--- src/rtl/dmem_pkg.sv ---
// Shared definitions for the data-memory controller: width codes, FSM states
// and the small store/legality helpers used by the control path.
package dmem_pkg;

  localparam logic [2:0] F3_B  = 3'd0;
  localparam logic [2:0] F3_H  = 3'd1;
  localparam logic [2:0] F3_W  = 3'd2;
  localparam logic [2:0] F3_BU = 3'd4;
  localparam logic [2:0] F3_HU = 3'd5;

  typedef enum logic [1:0] {IDLE, ACCESS, ERR, RESP} state_e;

  // Width codes that have no meaning for the given direction.
  function automatic logic f3_illegal(logic we, logic [2:0] f3);
    if (we) return (f3 > F3_W);
    return (f3 == 3'd3) || (f3 > F3_HU);
  endfunction

  // Halfwords need an even address, words a 4-byte aligned one.
  function automatic logic misaligned(logic [2:0] f3, logic [1:0] off);
    case (f3)
      F3_H, F3_HU: return off[0];
      F3_W:        return off != 2'b00;
      default:     return 1'b0;
    endcase
  endfunction

  // Drop the low address bits a wider access cannot use.
  function automatic logic [1:0] force_align(logic [2:0] f3, logic [1:0] off);
    case (f3)
      F3_H, F3_HU: return {off[1], 1'b0};
      F3_W:        return 2'b00;
      default:     return off;
    endcase
  endfunction

  function automatic logic [3:0] byte_mask(logic [2:0] f3, logic [1:0] off);
    case (f3)
      F3_B:    return 4'b0001 << off;
      F3_H:    return 4'b0011 << {off[1], 1'b0};
      F3_W:    return 4'b1111;
      default: return 4'b0000;
    endcase
  endfunction

  // Replicate the store operand across every lane it could land in.
  function automatic logic [31:0] store_repl(logic [2:0] f3, logic [31:0] wdata);
    case (f3)
      F3_B:    return {4{wdata[7:0]}};
      F3_H:    return {2{wdata[15:0]}};
      default: return wdata;
    endcase
  endfunction

endpackage

--- src/rtl/data_mem_ctrl_if.sv ---
// CPU-side request/response bundle of the data-memory controller.
interface data_mem_ctrl_if;
  logic        req_valid;
  logic        req_ready;
  logic        req_we;
  logic [2:0]  req_funct3;
  logic [31:0] req_addr;
  logic [31:0] req_wdata;
  logic        rsp_valid;
  logic [31:0] rsp_rdata;
  logic        rsp_err;

  modport master (
    output req_valid, req_we, req_funct3, req_addr, req_wdata,
    input  req_ready, rsp_valid, rsp_rdata, rsp_err
  );

  modport slave (
    input  req_valid, req_we, req_funct3, req_addr, req_wdata,
    output req_ready, rsp_valid, rsp_rdata, rsp_err
  );
endinterface

--- src/rtl/data_mem_ctrl_load_align_ext.sv ---
// Load lane select and sign/zero extension; purely combinational.
module load_align_ext (
  input  logic [3:0][7:0] data_in,
  input  logic [1:0]      off,
  input  logic [2:0]      funct3,
  output logic [31:0]     result
);
  import dmem_pkg::*;

  logic [7:0]  b;
  logic [15:0] h;

  // Pick the addressed byte/halfword, then extend per width code.
  always_comb begin
    b = data_in[off];
    h = off[1] ? {data_in[3], data_in[2]} : {data_in[1], data_in[0]};
    case (funct3)
      F3_B:    result = {{24{b[7]}}, b};
      F3_BU:   result = {24'd0, b};
      F3_H:    result = {{16{h[15]}}, h};
      F3_HU:   result = {16'd0, h};
      F3_W:    result = data_in;
      default: result = 32'd0;
    endcase
  end
endmodule

--- src/rtl/data_mem_ctrl.sv ---
// Data-memory controller: one load/store at a time between MEM stage and a
// word-addressed synchronous RAM with MEM_LATENCY-cycle reads.
// Optional macro DMEM_MISALIGN_TRAP_EN: misaligned accesses report an error;
// without it the low address bits are forced aligned and the access proceeds.
module data_mem_ctrl #(
  parameter int ADDR_W      = 12,
  parameter int MEM_LATENCY = 1,
  parameter int DATA_W      = 32
) (
  input  logic              clk,
  input  logic              rst,
  data_mem_ctrl_if.slave    bus,
  output logic [3:0]        MemWriteEnable,
  output logic [ADDR_W-3:0] addr_out,
  output logic [31:0]       data_out,
  input  logic [31:0]       data_in
);
  import dmem_pkg::*;

  if (DATA_W != 32 || MEM_LATENCY < 1 || MEM_LATENCY > 4) begin : g_param_err
    $error("data_mem_ctrl: DATA_W must be 32 and MEM_LATENCY 1..4");
  end

  localparam logic [1:0] LAST = 2'(MEM_LATENCY - 1);

  state_e            state_q, state_d;
  logic              we_q, we_d;
  logic [2:0]        f3_q, f3_d;
  logic [1:0]        off_q, off_d;
  logic [ADDR_W-3:0] waddr_q, waddr_d;
  logic [31:0]       wdata_q, wdata_d;
  logic [1:0]        cnt_q, cnt_d;
  logic [31:0]       rdata_q, rdata_d;
  logic              err_q, err_d;
  logic              bad;
  logic [31:0]       ld_data;
  logic              store_acc;
  logic              unused_addr_hi;

  assign unused_addr_hi = ^bus.req_addr[31:ADDR_W];

  load_align_ext u_ld (
    .data_in (data_in),
    .off     (off_q),
    .funct3  (f3_q),
    .result  (ld_data)
  );

  // Next-state and request latching; load data captured on the last ACCESS cycle.
  always_comb begin
    state_d = state_q;
    we_d    = we_q;
    f3_d    = f3_q;
    off_d   = off_q;
    waddr_d = waddr_q;
    wdata_d = wdata_q;
    cnt_d   = cnt_q;
    rdata_d = rdata_q;
    err_d   = err_q;
    bad     = 1'b0;
    case (state_q)
      IDLE: if (bus.req_valid) begin
        we_d    = bus.req_we;
        f3_d    = bus.req_funct3;
        waddr_d = bus.req_addr[ADDR_W-1:2];
        wdata_d = bus.req_wdata;
        cnt_d   = 2'd0;
        err_d   = 1'b0;
`ifdef DMEM_MISALIGN_TRAP_EN
        off_d   = bus.req_addr[1:0];
        bad     = f3_illegal(bus.req_we, bus.req_funct3) |
                  misaligned(bus.req_funct3, bus.req_addr[1:0]);
`else
        off_d   = force_align(bus.req_funct3, bus.req_addr[1:0]);
        bad     = f3_illegal(bus.req_we, bus.req_funct3);
`endif
        state_d = bad ? ERR : ACCESS;
      end
      ACCESS: begin
        if (we_q) begin
          rdata_d = 32'd0;
          state_d = RESP;
        end else if (cnt_q == LAST) begin
          rdata_d = ld_data;
          state_d = RESP;
        end else begin
          cnt_d = cnt_q + 2'd1;
        end
      end
      ERR: begin
        err_d   = 1'b1;
        rdata_d = 32'd0;
        state_d = RESP;
      end
      default: state_d = IDLE;
    endcase
  end

  // State and datapath registers.
  always_ff @(posedge clk) begin
    if (rst) begin
      state_q <= IDLE;
      we_q    <= 1'b0;
      f3_q    <= 3'd0;
      off_q   <= 2'd0;
      waddr_q <= '0;
      wdata_q <= 32'd0;
      cnt_q   <= 2'd0;
      rdata_q <= 32'd0;
      err_q   <= 1'b0;
    end else begin
      state_q <= state_d;
      we_q    <= we_d;
      f3_q    <= f3_d;
      off_q   <= off_d;
      waddr_q <= waddr_d;
      wdata_q <= wdata_d;
      cnt_q   <= cnt_d;
      rdata_q <= rdata_d;
      err_q   <= err_d;
    end
  end

  // Write strobes exist only in the single store ACCESS cycle.
  assign store_acc      = (state_q == ACCESS) && we_q;
  assign MemWriteEnable = store_acc ? byte_mask(f3_q, off_q) : 4'b0000;
  assign data_out       = store_acc ? store_repl(f3_q, wdata_q) : 32'd0;
  assign addr_out       = waddr_q;

  assign bus.req_ready  = (state_q == IDLE);
  assign bus.rsp_valid  = (state_q == RESP);
  assign bus.rsp_rdata  = rdata_q;
  assign bus.rsp_err    = err_q;
endmodule

--- src/flat_wrapper.sv ---
// flat-port wrapper written by rule: the top's interface ports become plain ports
module data_mem_ctrl_flat import dmem_pkg::*;
#(
  parameter int ADDR_W      = 12,
  parameter int MEM_LATENCY = 1,
  parameter int DATA_W      = 32
)
  (clk, rst, MemWriteEnable, addr_out, data_out, data_in, bus_req_valid, bus_req_we, bus_req_funct3, bus_req_addr, bus_req_wdata, bus_req_ready, bus_rsp_valid, bus_rsp_rdata, bus_rsp_err);
  data_mem_ctrl_if bus_i ();
  input  logic clk;
  input  logic rst;
  output logic [3:0] MemWriteEnable;
  output logic [ADDR_W-3:0] addr_out;
  output logic [31:0] data_out;
  input  logic [31:0] data_in;
  input wire logic [$bits(bus_i.req_valid)-1:0] bus_req_valid;
  input wire logic [$bits(bus_i.req_we)-1:0] bus_req_we;
  input wire logic [$bits(bus_i.req_funct3)-1:0] bus_req_funct3;
  input wire logic [$bits(bus_i.req_addr)-1:0] bus_req_addr;
  input wire logic [$bits(bus_i.req_wdata)-1:0] bus_req_wdata;
  output wire logic [$bits(bus_i.req_ready)-1:0] bus_req_ready;
  output wire logic [$bits(bus_i.rsp_valid)-1:0] bus_rsp_valid;
  output wire logic [$bits(bus_i.rsp_rdata)-1:0] bus_rsp_rdata;
  output wire logic [$bits(bus_i.rsp_err)-1:0] bus_rsp_err;
  assign bus_i.req_valid = bus_req_valid;
  assign bus_i.req_we = bus_req_we;
  assign bus_i.req_funct3 = bus_req_funct3;
  assign bus_i.req_addr = bus_req_addr;
  assign bus_i.req_wdata = bus_req_wdata;
  assign bus_req_ready = bus_i.req_ready;
  assign bus_rsp_valid = bus_i.rsp_valid;
  assign bus_rsp_rdata = bus_i.rsp_rdata;
  assign bus_rsp_err = bus_i.rsp_err;
  data_mem_ctrl #(.ADDR_W(ADDR_W), .MEM_LATENCY(MEM_LATENCY), .DATA_W(DATA_W)) u_core (.clk(clk), .rst(rst), .bus(bus_i), .MemWriteEnable(MemWriteEnable), .addr_out(addr_out), .data_out(data_out), .data_in(data_in));
endmodule
--- config.mk ---
export PLATFORM = sky130hd
export DESIGN_NAME = data_mem_ctrl_flat
export DESIGN_NICKNAME = d
export VERILOG_FILES = /design/src/rtl/dmem_pkg.sv /design/src/rtl/data_mem_ctrl_if.sv /design/src/rtl/data_mem_ctrl_load_align_ext.sv /design/src/rtl/data_mem_ctrl.sv /design/src/flat_wrapper.sv
export SDC_FILE = /design/constraint.sdc
export NUM_CORES = 1
export LEC_CHECK = 0
export ABC_AREA = 1
export CAP_MARGIN = 20
export CELL_PAD_IN_SITES_DETAIL_PLACEMENT = 1
export CELL_PAD_IN_SITES_GLOBAL_PLACEMENT = 1
export CORE_MARGIN = 2
export CORE_UTILIZATION = 29
export DETAILED_ROUTE_END_ITERATION = 7
export PLACE_DENSITY = 0.83
export SETUP_SLACK_MARGIN = 0.2
export SLEW_MARGIN = 40
export SYNTH_ARGS = -nofsm -noshare
export SYNTH_HDL_FRONTEND = slang
export SYNTH_SLANG_ARGS = --single-unit
--- constraint.sdc ---
create_clock -name clk -period 2.3 [get_ports clk]
set_input_delay 0.46 -clock clk [delete_from_list [all_inputs] [get_ports clk]]
set_output_delay 0.46 -clock clk [all_outputs]
set_load 0.05 [all_outputs]
======== Word level (Yosys, flattened, before mapping) ========
Cells that the tools add are included.
word-level totals
  register bits ........................... 85
  logic and storage cells ................. 74
cells by class
  muxes and demuxes ....................... 30
  equal/unequal tests ..................... 15
  $add $sub $neg .......................... 1
  shifts and indexed selects .............. 2
  $lt $le $gt $ge ......................... 3
  reduce and logical (&&, ||, !) cells .... 14
operator list
  operator                                                                         number
  32-bit one-hot mux with 5 select lines                                           1
  32-bit one-hot mux with 2 select lines                                           2
  32-bit two-way mux                                                               3
  8-bit binary-select mux with 2-bit select                                        1
  16-bit two-way mux                                                               1
  2-bit two-way mux                                                                7
  4-bit one-hot mux with 3 select lines                                            1
  3-bit by 2-bit == test with 1-bit output, second input constant                  3
  3-bit == test, second input constant                                             3
  1-bit two-way mux                                                                8
  8-bit two-way mux                                                                1
  2-bit one-hot mux with 2 select lines                                            2
  2-bit AND reduction                                                              4
  3-bit by 1-bit == test with 1-bit output, second input constant                  2
  2-bit != test, second input constant                                             3
  2-bit one-hot mux with 3 select lines                                            1
  2-bit nonzero test                                                               3
  2-bit == test, second input constant                                             2
  2-bit zero test                                                                  2
  4-bit two-way mux                                                                1
  4-bit AND reduction                                                              1
  1-bit by 2-bit left shift with 4-bit output, first input constant                1
  2-bit by 2-bit left shift with 4-bit output, first input constant                1
  3-bit by 2-bit greater-than comparator with 1-bit output, second input constant  1
  10 further kinds                                                                 10

======== Longest topological paths before layout ========
Gate-level depths: netlist of run 1.
  depth after elaboration ................. 9
  depth in mapped cells ................... 11

======== Modules after synthesis ========
A second synthesis of run 1 with hierarchy kept.
unflattened totals
  cell total of the unflattened synthesis .. 792
  area total of the unflattened synthesis .. 4862.2 um^2
by module, submodules not included
  module          area each (um^2)  times used  cells each
  data_mem_ctrl   3935.0            1           576
  load_align_ext  927.1             1           216

======== Least setup slack after synthesis of run 1 ========
No wires, ideal clock.
  kind .................................... register -> output
  start ................................... register u_core.state_q[1]
  end ..................................... output data_out[10]
  path buffers ............................ 1
  stages on the path, launching flop included .. 8
  data arrival time ....................... 2.562 ns
  setup slack ............................. -0.722 ns
  cell sequence ........................... dfxtp_1 -> inv_1 -> ha_1 -> nand2_1 -> clkbuf_1 -> nor2_1 -> nand2_1 -> a21oi_1
between the ends
  word-level cells in the longest chain between the ends .. 3
RTL lines
  what                                      line                  text
  start: declaration                        data_mem_ctrl.sv:26   state_e state_q, state_d;
  start signal: assignment                  data_mem_ctrl.sv:112  state_q <= state_d;
  2-bit by 1-bit == test with 1-bit output  data_mem_ctrl.sv:125  assign store_acc = (state_q == ACCESS) && we_q;
  1-bit logical AND                         data_mem_ctrl.sv:125
  32-bit two-way mux                        data_mem_ctrl.sv:127  assign data_out = store_acc ? store_repl(f3_q, wdata_q) : 32'd0;
  end: declaration                          flat_wrapper.sv:14    output logic [31:0] data_out;
No other way between the ends.

======== Worst setup path after layout of run 1 ========
  start ................................... register u_core.state_q[1]
  end ..................................... output data_out[30]
The elaborated chain is that of the path after synthesis.

==> metrics, run 1 <==
RSZ-0062 raised after global routing true; slowest stage delay, CP approximately 360 ps; core box area approximately 0.015 sq mm; post-DP HPWL approximately 13 mm; Avg Cell Area, Syn around 6.2 sq um; Tcrit/Tclk final 0.967; GP Congestion 0.807; fin cells 1096; reg2reg start u_core.state_q[1]; Rows 45; CP Class flip-flop to output port; Power Density between 1000 and 1500 mW/mm^2; cell chain of the critical path inv_4 > ha_4 > nand2_8 > buf_12 > nor2_4 > nand2_4 > a21oi_4 > buf_12; Max Slew Vio Count 0; Hold Crit Endpoint u_core.bus.rsp_rdata[15]; final WL around 21 mm; flop-to-flop setup slack roughly 180 ps; number of synthesized flops with an enable pin 0; vias in the first global route 5661; minimum clock period around 2200 ps; Die W 128 microns; final setup fails 0; die area 0.0164 sq mm; DR DRC count 0; clock buffers created by TritonCTS 9; Max Root-Sink Buffers 2; area delta synth->final 75.8%; H-tree levels 3; DR iter-0 viols 253; I/O Pins around 180; CTS tree yes; total number of vias roughly 5600; Setup crit end kind output port; worst r2r dst u_core.off_q[0]; Antenna Violating Nets Remaining 0; post-synthesis net count roughly 830; nets approximately 1000; Clock Pin Slew Worst Setup and Hold Paths around 60 ps; ranking of synthesized cells by area dfxtp_1 (38%), nand2_1 (17%), nor2_1 (12%); maxcap violations 0; dpl cells between 1000 and 1500; # hold bufs at CTS 0; #FFs+latches synth 85; hold crit path type flip-flop to flip-flop; status completed; WP data arrival between 1500 and 2000 ps; Reg2Reg Depth 9; setup TNS 0 ps; Post-synth ARST share 0; share of layout cells above drive strength 1 0.199; die height 128 microns; Leakage roughly 3.2 nW; GRT overflow 0; most frequent CP cell buf_12; overall routing resource usage 0.241; initial antenna violation count 0; clk sink count 85; Slew HR 0.630; Unique masters post-synth 25; worst-path fanout max 5; critical path data required time 1840 ps; Clock Skews roughly 13 ps; sequential-to-total area share from yosys stat 0.381; Initial Util 0.295; per-cell routed wire length about 19 microns; Max Fclk ~0.45 GHz; Post-synth top flop dfxtp_1; start point of the worst min-delay path u_core.bus.rsp_rdata[15]; Root Driver clkbuf_16; Diodes inserted 0; vias per cell 5.12; first-pass GRT wire length between 30 and 40 mm; synth warn 0; first-pass detailed-route iteration total 5; WHS Path Cells 2; CP max stage cell dfxtp_4; Startpoint Class flip-flop; Final Hold Fails 0; PortBufs 163; Peak VDD IR between 0.5 and 0.6 mV; Post-Syn Instances about 720; largest net degree at the start of global routing 47; Yosys top cell area share 0.381; worst slew pin tran approximately 550 ps; leading area contributor after synthesis dfxtp_1; Cell Area, Synth ~0.0045 sq mm; Worst-Skew Late Latency roughly 360 ps
critical path, delay by kind of cell, from the launching register on:
kind | cells | cell delay, ps
fa+ha+maj | 1 | 160
simple gates | 3 | 340
flops | 1 | 360
compound gates | 1 | 170
buf+inv | 3 | 390
worst max-delay path by stage:
stage,end,slack [ps],from
2_1_floorplan,data_out[10],170,u_core.state_q[1]
3_3_place_gp,data_out[31],260,u_core.state_q[1]
3_5_place_dp,data_out[31],220,u_core.state_q[1]
4_1_cts,data_out[12],70,u_core.state_q[1]
5_1_grt,data_out[9],30,u_core.state_q[1]
6_report,data_out[30],70,u_core.state_q[1]
layer usage:
metal  track usage  wire length [microns]  vias to the layer above
li1              -                      -                     2649
met1         0.272                   8260                     2708
met2         0.426                  10600                      196
met3        0.0513                   1100                       62
met4         0.131                    961                        0
met5             0                      0                        -
cell usage in the layout, fill, tap and decap left out, types with 3 or more instances in the layout:
master,n
dfxtp_1,79
ha_1,4
a211oi_1,3
clkbuf_16,10
inv_1,51
nand2_1,184
nor3_1,7
nor2_4,15
nor2_1,129
dfxtp_4,4
nand2_2,10
nand3_1,32
inv_6,3
o21ai_0,49
inv_2,5
buf_12,41
buf_6,3
nand2_4,8
a21oi_1,51
clkdlybuf4s50_1,125
a21oi_4,23
buf_4,38
o21ai_1,8
synth_stat cells (3+ instances only):
master,instances
buf_4,3
nor3_1,8
a21oi_1,74
ha_1,5
nand3_1,34
nor2_1,139
o21ai_0,60
nand2_1,201
inv_1,55
buf_2,8
a211oi_1,4
buf_1,3
dfxtp_1,85
clkbuf_1,26
nor2_4,4
timing repair:
action                     4_1_cts  5_1_grt
resized for setup               48       20
setup buffers                   15        8
setup endpoints to repair       29       52
pin swaps                       16       11
gates cloned                     3        1
area by class of cell:
class                   count  area [sq um]
fillers                  1817          7290
multi-input cells         538          2880
repair buffers            212          2510
flip-flops and latches     85          1720
well taps                 188           235
clock buffers               9           225
inverters                  58           220
clock inverters             6          70.1
power by group:
part / internal [mW] / switching (mW) / leakage, nW / total [mW]
Sequential: 1.94 / 0.324 / 0.702 / 2.27
Clock: 0.848 / 0.664 / 0.147 / 1.51
Combinational: 1.79 / 3.35 / 2.38 / 5.14
state kept, by name, indices dropped and copies added (netlist names):
signal,cells
u_core.bus.rsp_rdata,32
u_core.wdata_q,32
u_core.addr_out,10
u_core.f3_q,3
u_core.cnt_q,2
u_core.off_q,2
u_core.state_q,2
u_core.bus.rsp_err,1
u_core.we_q,1
kinds of logic after synthesis:
kind of cell | share of synthesized area
AOI/OAI and AO/OA | 0.160
adders and majority gates | 0.0140
buffers and inverters | 0.0921
DFF | 0.381
and+or+nand+nor | 0.353
through the flow:
step	power (mW)	worst slack (ps)	hold slack, ps	cell area (sq um)	util
CTS	8.63	71.5	468	7700	0.508
global route	9.43	33.6	492	7860	0.519
global placement	6.62	265	452	7070	0.467
detailed placement	6.76	222	458	7070	0.467
finish	8.92	74.8	467	7860	0.519
floorplan	5.24	166	440	4830	-
Note: power is estimated with default switching activity, not from simulation.
==> inputs of run 2 (changes only) <==
Settings changed: CORE_MARGIN 2 to 5.
==> metrics, run 2 (synthesis results as in run 1) <==
PortBufs 163 (unchanged); Slew HR 0.633 (+0.00258); area delta synth->final 77.3%; critical path data required time 1840 ps (about the same); WP data arrival 1770 ps (about the same); clock buffers created by TritonCTS 9 (unchanged); register area 0.00171 sq mm (-0.36%); H-tree levels 3 (unchanged); Reg2Reg Depth 8 (-1); Startpoint Class flip-flop; Worst-Skew Late Latency 360 ps (about the same); first-pass detailed-route iteration total 4 (-1); final WL 21.2 mm (+1.3%); final setup fails 0 (unchanged); critical path endpoint data_out[12]; status completed; most common cell after layout, fill and taps aside nand2_1; I/O Pins 184 (unchanged); final worst setup slack 68.5 ps (-6.26 ps); GP Congestion 0.866 (+7.3%); Root Driver clkbuf_16; Setup crit end kind output port; reg2reg start u_core.state_q[1]; total number of vias 5502 (-2.0%); Rows 45 (unchanged); Max Fclk 0.448 GHz (-0.28%); maxcap violations 0 (unchanged); Leakage 3.25 nW (+0.60%); hold crit path type flip-flop to flip-flop; largest net degree at the start of global routing 58 (+23%); CTS tree yes; initial antenna violation count 0 (unchanged); per-cell routed wire length 19.3 microns (+1.4%); most frequent cells in the layout nand2_1 (183), nor2_1 (129), clkdlybuf4s50_1 (125); # hold bufs at CTS 0 (unchanged); Overall Power 8.88 mW (-0.49%); Tcrit/Tclk final 0.970 (+0.00272); worst r2r dst u_core.off_q[0]; nets 1010 (-0.20%); Clock Pin Slew Worst Setup and Hold Paths 70 ps (about the same); clk sink count 85 (unchanged); flop-to-flop setup slack 520 ps (+340 ps); Max Root-Sink Buffers 2 (unchanged); Antenna Violating Nets Remaining 0 (unchanged); Clock Skews 9.87 ps (-3.38 ps); setup slack at placement 204 ps (-18.3 ps); DR DRC count 0 (unchanged); Die W 134 microns (+4.7%); area of the multi-input gates 0.00293 sq mm (+2.0%); vias in the first global route 5702 (+0.72%); Initial Util 0.295 (unchanged); RSZ-0062 raised after global routing true; Fill cells 1805 (-0.66%); Diodes inserted 0 (unchanged); worst-path fanout max 5 (unchanged); share of layout cells above drive strength 1 0.208 (+0.00904); Power Density 1120 mW/mm^2 (-1.3%); vias per cell 5.02 (-1.9%); core box area 0.0151 sq mm (unchanged); CP Class flip-flop to output port; die area 0.0180 sq mm (+9.6%); Peak VDD IR 0.562 mV (+9.9%); Max Slew Vio Count 0 (unchanged); CP startpoint u_core.state_q[1]; first-pass GRT wire length 30.6 mm (+0.29%); minimum clock period 2230 ps (+6.26 ps); die height 134 microns (+4.7%); post-DP HPWL 12.9 mm (+0.34%); setup TNS 0 ps (unchanged); worst slew pin tran 549 ps (-3.86 ps); DR iter-0 viols 263 (+4.0%); GRT overflow 0 (unchanged); overall routing resource usage 0.216 (-0.0253); Final Hold Fails 0 (unchanged)
[run 2: how the worst min path moves through the flow]
stage	from	to	slack, ps	cells after the start
2_1_floorplan	u_core.cnt_q[1]	u_core.cnt_q[1]	440	2
3_3_place_gp	u_core.bus.rsp_rdata[18]	u_core.bus.rsp_rdata[18]	450	2
3_5_place_dp	u_core.bus.rsp_rdata[27]	u_core.bus.rsp_rdata[27]	460	2
4_1_cts	u_core.bus.rsp_rdata[25]	u_core.bus.rsp_rdata[25]	470	2
5_1_grt	u_core.bus.rsp_rdata[13]	u_core.bus.rsp_rdata[13]	490	2
6_report	u_core.bus.rsp_rdata[18]	u_core.bus.rsp_rdata[18]	470	2
[run 2: area by class of cell]
cell class / instances / area share
Timing Repair Buffer: 210 / 0.318
Multi-Input combinational cell: 538 / 0.370
Tap cell: 188 / 0.0297
Sequential cell: 85 / 0.216
Clock buffer: 9 / 0.0284
Inverter: 58 / 0.0291
Clock inverter: 7 / 0.00837
[run 2: critical path: stages (launching register included)]
cell	delay, ps
dfxtp_2	330
inv_2	70
ha_4	170
nand2_8	90
buf_12	180
nor2_4	150
nand2_4	90
a21oi_4	170
buf_12	150
[run 2: power by group]
group | switching, mW | internal (mW) | total, mW
Combinational | 3.38 | 1.75 | 5.13
Clock | 0.714 | 0.764 | 1.48
Sequential | 0.329 | 1.94 | 2.27
[run 2: metal layers]
layer / vias to the layer above / track usage / share of wire
met5: - / 0 / 0
met4: 0 / 0.0843 / 0.037
met3: 46 / 0.0473 / 0.056
met2: 164 / 0.387 / 0.52
met1: 2646 / 0.252 / 0.39
li1: 2646 / - / -
[run 2: what timing repair did]
item,4_1_cts,5_1_grt
gates cloned,3,2
pin swaps,18,21
buffers inserted,13,8
resized for setup,51,29
setup endpoints to repair,36,30
[run 2: through the flow]
stage / instances / hold WS [ps] / area (sq um) / util
finish: 1095 / 466 / 7920 / 0.523
global route: 1095 / 495 / 7920 / 0.523
detailed placement: 1053 / 459 / 7050 / 0.465
CTS: 1085 / 469 / 7680 / 0.507
floorplan: 723 / 440 / 4830 / -
global placement: 1053 / 452 / 7050 / 0.465
==> inputs of run 3 (changes only) <==
Settings changed: PLACE_DENSITY 0.83 to 0.9, SETUP_SLACK_MARGIN 0.2 to unset.
==> metrics, run 3 (synthesis results as in run 1) <==
vias per cell 5.03 (about the same); DR iter-0 viols 381 (+45%); Peak VDD IR 0.648 mV (+15%); Clock Skews 8.65 ps (-1.21 ps); largest net degree at the start of global routing 44 (-24%); I/O Pins 184 (unchanged); minimum clock period 2320 ps (+87.1 ps); final setup fails 1 (+1); # hold bufs at CTS 0 (unchanged); worst slew pin tran 541 ps (-7.43 ps); WP data arrival 1860 ps (+90 ps); Die W 134 microns (unchanged); Worst-Skew Late Latency 360 ps (about the same); per-cell routed wire length 18.4 microns (-4.9%); Setup crit end kind output port; Leakage 3.07 nW (-5.5%); Tcrit/Tclk final 1.01 (+0.0379); PortBufs 163 (unchanged); share of layout cells above drive strength 1 0.163 (-0.0451); overall routing resource usage 0.207 (-0.00917); most common cell after layout, fill and taps aside nand2_1; hold crit path type flip-flop to flip-flop; H-tree levels 3 (unchanged); CP Class flip-flop to output port; first-pass GRT wire length 29.5 mm (-3.7%); total number of vias 5445 (-1.0%); Final Hold Fails 0 (unchanged); post-DP HPWL 13.8 mm (+7.0%); DR DRC count 0 (unchanged); die area 0.0180 sq mm (unchanged); most frequent CP cell inv_2; setup TNS -18.5 ps (-18.5 ps); core box area 0.0151 sq mm (unchanged); die height 134 microns (unchanged); GRT overflow 0 (unchanged); Clock Pin Slew Worst Setup and Hold Paths 70 ps (about the same); clk sink count 85 (unchanged); Root Driver clkbuf_16; CP max stage cell dfxtp_2; Initial Util 0.295 (unchanged); GP Congestion 0.864 (-0.20%); critical path's top delay family buffers and inverters; initial antenna violation count 1 (+1); first-pass detailed-route iteration total 4 (unchanged); Final Hold Slack 466 ps (-0.148 ps); Max Slew Vio Count 0 (unchanged); final worst setup slack -18.5 ps (-87.1 ps); Startpoint Class flip-flop; slowest stage delay, CP 340 ps (about the same); Power Density 1130 mW/mm^2 (+1.3%); Antenna Violating Nets Remaining 0 (unchanged); status complete, but fails checks; WP buf/inv 4 (+1); worst-path fanout max 7 (+2); most frequent cells in the layout nand2_1 (190), nor2_1 (130), clkdlybuf4s50_1 (126); final WL 19.9 mm (-5.9%); maxcap violations 0 (unchanged); nets 997 (-1.3%); vias in the first global route 5605 (-1.7%); Slew HR 0.638 (+0.00497); Rows 45 (unchanged); cell chain of the critical path inv_2 > ha_4 > nand2_4 > inv_2 > buf_6 > o21ai_0 > a21oi_2 > buf_12; area delta synth->final 65.1%; Max Root-Sink Buffers 2 (unchanged); CTS tree yes; critical path data required time 1840 ps (about the same); clock buffers created by TritonCTS 9 (unchanged); failing checks negative setup slack; Max Fclk 0.431 GHz (-3.8%)
-- run 3: cell count changes in the layout (fill, tap and decap cells not counted), sizes merged --
cell	delta
buf	-13
bufinv	+1
clkdlybuf4s50	+1
clkinv	-2
diode	+1
-- run 3: worst min-delay path: stages (launching register included) --
cell,delay (ps)
dfxtp_1,310
nand2_1,60
a21oi_1,50
-- run 3: power by group --
group,leakage (nW),internal (mW),total (mW),switching (mW)
Combinational,2.22,1.52,4.58,3.06
Sequential,0.699,1.93,2.23,0.303
Clock,0.150,0.865,1.56,0.699
-- run 3: per-stage QoR --
step / utilization / power, mW / instance area (sq um) / cells / worst slack [ps]
2_1_floorplan: - / 5.08 / 4570 / 723 / -301
3_3_place_gp: 0.450 / 6.44 / 6810 / 1057 / 236
6_report: 0.487 / 8.38 / 7380 / 1083 / -18.5
5_1_grt: 0.487 / 8.86 / 7380 / 1083 / -83.4
4_1_cts: 0.476 / 8.25 / 7220 / 1074 / -14.2
3_5_place_dp: 0.450 / 6.61 / 6810 / 1057 / 113
-- run 3: final cells by class --
type                    instances  area (sq um)
fillers                      1874          7760
clock buffers                  10           229
inverters                      58           218
repair buffers                197          2300
multi-input cells             538          2620
clock inverters                 6          76.3
well taps                     188           235
diodes                          1          2.50
flip-flops and latches         85          1700
-- run 3: per-layer routing --
metal	global-route usage	up-vias	wire length, microns
met5	0	-	0
met4	0.0956	0	939
met3	0.0510	53	1120
met2	0.363	183	9870
met1	0.237	2592	7980
li1	-	2617	-
-- run 3: final timing paths --
check | start | endpoint | slack (ps) | cells after the start
max reg2reg | u_core.state_q[1] | u_core.bus.rsp_rdata[30] | 390 | 8
min | u_core.bus.rsp_rdata[1] | u_core.bus.rsp_rdata[1] | 470 | 2
max | u_core.state_q[1] | data_out[16] | -20 | 8
min reg2reg | u_core.bus.rsp_rdata[1] | u_core.bus.rsp_rdata[1] | 470 | 2
-- run 3: timing repair --
action                     4_1_cts  5_1_grt
pin swaps                        9        9
gates resized for setup         25       21
cloned                           1        1
setup endpoints to repair       24       24
setup buffers                    0        7
